File: src/rtl/pe_psum_collector.sv
// pe_psum_collector: consumer end of a PE row.
// Sums NUM_PE signed 16-bit products per beat, accumulates ACC_LEN beats into one
// raw psum, then requantizes it to int8 (arithmetic shift, optional ReLU, saturate).
// The result register is separate from the accumulator, so the next group can
// accumulate while the previous result waits on out_ready.
module pe_psum_collector #(
  parameter int NUM_PE  = 3,
  parameter int ACC_LEN = 9,
  parameter int ACC_W   = 32
) (
  input  logic                   clk,
  input  logic                   rst,
  input  logic                   clear,
  input  logic                   in_valid,
  output logic                   in_ready,
  input  logic [NUM_PE*16-1:0]   products,
  input  logic [4:0]             cfg_shift,
  input  logic                   cfg_relu,
  output logic                   out_valid,
  input  logic                   out_ready,
  output logic [7:0]             out_data,
  output logic [ACC_W-1:0]       out_psum,
  output logic                   busy
);

  localparam int CNT_W = (ACC_LEN > 1) ? $clog2(ACC_LEN) : 1;
  localparam logic [CNT_W-1:0] LAST = CNT_W'(ACC_LEN - 1);
  localparam logic signed [ACC_W-1:0] QMAX = 127;
  localparam logic signed [ACC_W-1:0] QMIN = -128;

  logic signed [ACC_W-1:0] acc;
  logic        [CNT_W-1:0] count;
  logic signed [ACC_W-1:0] ext [NUM_PE];
  logic signed [ACC_W-1:0] bsum, fin, shr, rel;
  logic        [7:0]       q;
  logic                    fire, last;

  // sign-extend each PE product to accumulator width
  for (genvar i = 0; i < NUM_PE; i++) begin : g_ext
    assign ext[i] = {{(ACC_W-16){products[16*i+15]}}, products[16*i +: 16]};
  end

  // beat sum across all PEs
  always_comb begin
    bsum = '0;
    for (int i = 0; i < NUM_PE; i++) bsum = bsum + ext[i];
  end

  // last beat is held off while a result is still pending; depends on state only
  assign in_ready = !(out_valid && count == LAST);
  assign fire     = in_valid && in_ready;
  assign last     = (count == LAST);
  assign fin      = acc + bsum;
  assign busy     = (count != '0) || out_valid;

  // requant: floor shift, optional ReLU, saturate to int8
  always_comb begin
    shr = fin >>> cfg_shift;
    rel = (cfg_relu && shr[ACC_W-1]) ? '0 : shr;
    if (rel > QMAX)      q = 8'h7f;
    else if (rel < QMIN) q = 8'h80;
    else                 q = rel[7:0];
  end

  // accumulator, beat counter and result register; clear wins over everything
  always_ff @(posedge clk or posedge rst) begin
    if (rst) begin
      acc       <= '0;
      count     <= '0;
      out_valid <= 1'b0;
      out_data  <= '0;
      out_psum  <= '0;
    end else if (clear) begin
      acc       <= '0;
      count     <= '0;
      out_valid <= 1'b0;
    end else begin
      if (out_valid && out_ready) out_valid <= 1'b0;
      if (fire) begin
        if (last) begin
          out_psum  <= fin;
          out_data  <= q;
          out_valid <= 1'b1;
          acc       <= '0;
          count     <= '0;
        end else begin
          acc   <= fin;
          count <= count + CNT_W'(1);
        end
      end
    end
  end

endmodule

File: config.mk
export PLATFORM = sky130hd
export DESIGN_NAME = pe_psum_collector
export DESIGN_NICKNAME = d
export VERILOG_FILES = /design/src/rtl/pe_psum_collector.sv
export SDC_FILE = /design/constraint.sdc
export NUM_CORES = 1
export LEC_CHECK = 0
export CAP_MARGIN = 20
export CORE_ASPECT_RATIO = 1.4
export CORE_MARGIN = 3
export CORE_UTILIZATION = 30
export CTS_CLUSTER_DIAMETER = 50
export CTS_CLUSTER_SIZE = 40
export DETAILED_ROUTE_END_ITERATION = 6
export HOLD_SLACK_MARGIN = 0.15
export REMOVE_ABC_BUFFERS = 1
export SLEW_MARGIN = 0
export SYNTH_ARGS = -nofsm -noshare
export SYNTH_HDL_FRONTEND = slang
export SYNTH_SLANG_ARGS = --single-unit
File: constraint.sdc
create_clock -name clk -period 4.11 [get_ports clk]
set_input_delay 0.6165 -clock clk [delete_from_list [all_inputs] [get_ports clk]]
set_output_delay 0.6165 -clock clk [all_outputs]
set_load 0.01 [all_outputs]
* After elaboration in Yosys (flattened, before gate mapping)
Index checks and enable logic that the tools add are counted.
** Storage, ports and cells
- Register bits :: 77
- Latch bits :: 0
- RAM bits :: 0
- Memory bits (read-only) :: 0
- Input bits :: 59
- Output and inout port bits :: 43
- Logic and storage cells :: 36
- Memories :: 0
** Operators by class
- Add/subtract/negate cells :: 4
- Multiply operators :: 0
- Divide/modulo/power cells :: 0
- $lt $le $gt $ge :: 2
- Equal/unequal tests :: 1
- Shift-type cells :: 1
- Muxes and demuxes :: 13
- Bitwise operators :: 1
- Reductions and logical operators :: 9
** Operators by type and width (number)
- 32-bit two-way mux :: 4
- 32-bit by 18-bit adder with 32-bit output :: 1
- 32-bit by 8-bit greater-than comparator with 1-bit output (second input constant) :: 1
- 32-bit by 8-bit less-than comparator with 1-bit output (second input constant) :: 1
- 32-bit by 5-bit >>> shifter with 32-bit output :: 1
- 17-bit by 16-bit adder with 18-bit output :: 1
- 16-bit by 16-bit adder with 17-bit output :: 1
- 8-bit two-way mux :: 2
- 4-bit two-way mux :: 3
- 4-bit by 1-bit adder with 4-bit output (second input constant) :: 1
- 4-bit equality test (second input constant) :: 1
- 1-bit logical AND :: 4
- 1-bit two-way mux :: 4
- 4-bit nonzero test :: 1
- 3-bit AND reduction :: 1
- 2-bit nonzero test :: 1
- 1-bit zero test :: 1
- 1-bit logical OR :: 1
- 1-bit NOT :: 1

* Depth between registers and ports, before layout
- Word-level depth :: 9
- Mapped depth :: 20
- Depth with buffers taken out :: 18

* Least setup slack after synthesis
No wires, ideal clock.
- Kind :: input-to-reg
- Start :: input port products[15]
- End :: register out_data[6]
- Library setup time :: 0.084 ns
- Data arrival time :: 5.784 ns
- Data required time :: 4.026 ns
- Path slack :: -1.758 ns
- Stages on the path :: 17
- Cell sequence :: inv_1 > fa_1 > fa_1 > inv_1 > ha_1 > buf_4 > a21oi_1 > o21ai_1 > a21oi_1 > mux2_2 > a311oi_2 > o21ai_0 > o41a_1 > mux4_2 > nor4_1 > a31oi_1 > o22ai_1
** On the way
- Longest elaborated chain between the ends :: 9
** RTL lines
- start, declared :: RTL line 16 : input logic [NUM_PE*16-1:0] products,
- 16-bit by 16-bit adder with 17-bit output * :: RTL line 46 : for (int i = 0; i < NUM_PE; i++) bsum = bsum + ext[i];
- 17-bit by 16-bit adder with 18-bit output * :: RTL line 46
- 32-bit by 18-bit adder with 32-bit output * :: RTL line 53 : assign fin = acc + bsum;
- 32-bit by 5-bit >>> shifter with 32-bit output * :: RTL line 58 : shr = fin >>> cfg_shift;
- 1-bit logical AND :: RTL line 59 : rel = (cfg_relu && shr[ACC_W-1]) ? '0 : shr;
- 32-bit two-way mux * :: RTL line 59
- 32-bit by 8-bit less-than comparator with 1-bit output :: RTL line 61 : else if (rel < QMIN) q = 8'h80;
- 8-bit two-way mux :: RTL line 61
- 8-bit two-way mux * :: RTL line 60 : if (rel > QMAX) q = 8'h7f;
- end signal, assigned :: RTL line 82 : out_data <= q;
- end, declared :: RTL line 21 : output logic [7:0] out_data,
Mark *: on every way between the ends. The rest lies on a longest branch, timed or not.
A chain may end at the register's enable or synchronous reset.

* Worst setup path after layout
- Start :: input port products[47]
- End :: register out_data[2]
** On the way
- Longest elaborated chain between the ends :: 8
** RTL lines (RTL line)
- 17-bit by 16-bit adder with 18-bit output * :: 46
- 32-bit by 18-bit adder with 32-bit output * :: 53
- 32-bit by 5-bit >>> shifter with 32-bit output * :: 58
- 1-bit logical AND :: 59
- 32-bit two-way mux * :: 59
- 32-bit by 8-bit less-than comparator with 1-bit output :: 61
- 8-bit two-way mux :: 61
- 8-bit two-way mux * :: 60
Marks and branches as above.

==> summary.txt <==
crit path setup slack, layout = -1260 ps
vias per cell = 5.30
Residual DRC = 0
count of input and output buffers = 101
global router's overall resource usage = 22.4%
worst slack after detailed placement = -2280 ps
max-cap check violation count = 0
leftover overflow at the end of global routing = 0
Worst setup SP type = input port
portion of the clock cycle consumed by the worst path in the final layout = 131%
post-DP HPWL = 26100 µm
FILL cells = 2652
Num CTS Buffers = 9
Critical Path RT = 4400 ps
violated checks = setup timing
post-synthesis xor/xnor area fraction = 2.57%
mean instance size in the synthesized netlist = 7.94 µm²
Post-Synthesis Cell Area = 0.00851 mm²
proportion of synthesized chip area in sequential cells = 22.6%
area of the multi-input gates = 0.00697 mm²
Worst Skew = 9.39 ps
ordered list of cells on the worst path = buf_6 > inv_2 > fa_2 > buf_12 > fa_1 > inv_2 > ha_4 > buf_6 > a21oi_4 > o21ai_2 > a211o_4 > o31a_1 > nor4_4 > nand2b_4 > o211ai_1 > or3_4 > buf_12 > a222oi_1 > buf_4 > nand3_4 > nor4_4 > a31oi_4 > o22ai_2
register bit count reported by yosys = 77
Core Region = 0.0277 mm²
highest-delay cell along the critical path = fa_2
CTS tree = yes
Synth Area in Compound Gates = 25.6%
number of slew-limit violations in the final report = 0
number of sinks driven by the clock tree = 77
most used flip-flop cell after synthesis = dfrtp_1
share of cells above drive strength 1 = 38.1%
number of flops mapped to enable cells by yosys = 0
critical path's largest stage delay = 620 ps
total number of H-tree levels = 3
number of ports placed on the die boundary = 102
slack of the worst reg-to-reg path = -790 ps
first-iteration detailed-routing DRC count = 670
number of vias after detailed routing = 9533
number of different library cells in the post-synthesis netlist = 88
layout overhead on the synthesized area = 59.0%
antenna diode count = 0
NumNets Final = 1564
mux share of post-synthesis cell area = 5.46%
Hold Fails Final Rpt = 0
simple-gate share of the synthesized area = 18.8%
initial antenna violation count = 0
setup repair after global routing missed its margin = yes
Period minus WS final = 5370 ps
endpoint arrival time on the critical path = 5670 ps
final RePlAce weighted congestion = 0.952
Synth Area in Adders = 16.1%
share of async-settable or async-resettable flops after synthesis = 100%
Max FO, Critical Path = 7
standard-cell rows = 72
Worst Max-Slew Pin Slew = 889 ps
first-pass iteration count of the detailed router = 5
first-pass GRT wire length = 54000 µm
Setup violations, final = 7
FF+latch area = 0.00193 mm²
largest family of logic cells by synthesized area = compound AO/OA/AOI/OAI gates
cell count after synthesis = 1072
pin count of the biggest net entering global routing = 54
routed wire length = 33900 µm
outcome = finished with violations
Max Buffers Root-to-Sink = 2
final std cell area, no fill = 0.0135 mm²
class of the tightest hold or removal check = reg2reg
clock latency on the worst-skew pair = 370 ps
instance area after placement = 0.0117 mm²
CTS root buffer = clkbuf_16
Yosys warning count = 0
routed length per placed instance = 18.9 µm
Die Span X = 148 µm
via count of the first global-routing pass = 10048
clock-pin slew reported for the worst setup and hold paths after clock tree synthesis = 70 ps
tightest slew margin relative to the limit = 40.4%
peak clock frequency supported by timing = 0.186 GHz
number of antenna-violating nets in the routed design = 0
die outline area = 0.0305 mm²
critical setup path kind = in2reg
height of the chip = 205 µm
Worst Setup End Kind = register
initial cell density of the core = 30.7%
## repair_timing
action	in CTS	in global routing
pin swaps	128	40
gates resized for setup	282	32
gates cloned	1	0
buffers inserted	32	13
hold buffers	0	0
setup endpoints to repair	34	11
## cell usage in the layout, fill, tap and decap left out, drive strengths merged, types with 10 or more instances in the layout
| cell type | count |
|---|---|
| a211oi | 17 |
| a21o | 13 |
| a21oi | 53 |
| a22o | 13 |
| and2 | 11 |
| buf | 308 |
| clkdlybuf4s50 | 58 |
| dfrtp | 77 |
| dlygate4sd2 | 27 |
| fa | 47 |
| ha | 34 |
| inv | 135 |
| mux2 | 11 |
| mux2i | 16 |
| nand2 | 169 |
| nand3 | 14 |
| nand4 | 20 |
| nor2 | 66 |
| nor3 | 10 |
| o211ai | 14 |
| o21ai | 92 |
| o22ai | 17 |
| xnor2 | 16 |
## flip-flops by register name (all words and copies together) (netlist names)
signal / count
count: 4
out_data: 8
out_valid: 1
acc: 32
out_psum: 32
## worst paths after layout
path | cells past startpoint | endpoint | start
max in group asynchronous | 3 | acc[19] | rst
min in group asynchronous | 2 | out_data[0] | rst
max | 23 | out_data[2] | products[47]
min | 2 | out_psum[4] | out_psum[4]
min reg2reg | 2 | out_psum[4] | out_psum[4]
max reg2reg | 20 | out_data[2] | acc[25]
## Yosys cell counts, drive strengths merged (7+ instances only)
| cell type | instances | area share (%) |
|---|---|---|
| a211oi | 17 | 1.6 |
| a21o | 13 | 1.1 |
| a21oi | 53 | 3.2 |
| a22o | 13 | 1.3 |
| a22oi | 8 | 0.71 |
| a31oi | 9 | 0.74 |
| and2 | 11 | 0.81 |
| buf | 20 | 1.2 |
| clkbuf | 42 | 1.9 |
| dfrtp | 77 | 23 |
| fa | 47 | 11 |
| ha | 34 | 5.0 |
| inv | 132 | 5.8 |
| mux2 | 11 | 1.5 |
| mux2i | 16 | 1.9 |
| mux4 | 8 | 2.1 |
| nand2 | 169 | 7.5 |
| nand3 | 14 | 0.88 |
| nand4 | 20 | 1.5 |
| nor2 | 66 | 2.9 |
| nor3 | 10 | 0.72 |
| nor4 | 9 | 0.84 |
| o211a | 7 | 0.82 |
| o211ai | 14 | 1.2 |
| o21a | 8 | 0.71 |
| o21ai | 92 | 5.5 |
| o22ai | 17 | 1.2 |
| or3 | 7 | 0.57 |
| xnor2 | 16 | 1.6 |
| xor2 | 9 | 0.93 |
## worst max-delay path: cells and delay by family
family,cells,cell delay (ps)
buffers and inverters,7,790
adders and majority gates,3,1270
AOI/OAI and AO/OA,8,1550
and+or+nand+nor,5,1430
## area by class of cell
class / instances / share of cell area [%]
Sequential cell: 77 / 14.2
Inverter: 133 / 3.72
Clock buffer: 9 / 1.66
Tap cell: 370 / 3.42
Multi-Input combinational cell: 800 / 51.5
Timing Repair Buffer: 403 / 25.1
Clock inverter: 7 / 0.407
## kinds of logic (layout without fill, tap and decap cells)
| logic type | after synthesis | count (layout) |
|---|---|---|
| and+or+nand+nor | 339 | 339 |
| AOI/OAI and AO/OA | 320 | 320 |
| muxes | 35 | 35 |
| buffers and inverters | 195 | 552 |
| adders and majority gates | 81 | 81 |
| xor gates and xnor gates | 25 | 25 |
| DFF | 77 | 77 |
## through the flow
stage                     setup TNS (ps)  hold slack [ps]  cells  utilization, %
final                              -8790              473   1799            48.8
after floorplan                   -15060              450   1010               -
after global routing              -10740              501   1799            48.8
after detailed placement          -35760              462   1743            42.3
after CTS                          -8060              480   1788            48.1
after global placement            -35250              462   1743            42.3
## per-layer routing
layer / wire length [µm] / global-route usage (%) / share of wire [%] / up-vias
li1: - / - / - / 4494
met1: 13400 / 25.7 / 40 / 4660
met2: 17700 / 41.2 / 52 / 285
met3: 1130 / 2.25 / 3.3 / 94
met4: 1650 / 11.0 / 4.9 / 0
met5: 0 / 0 / 0 / -
Power is not shown: default switching activity piles up to over one toggle a cycle in this logic, so the estimate is an artifact.
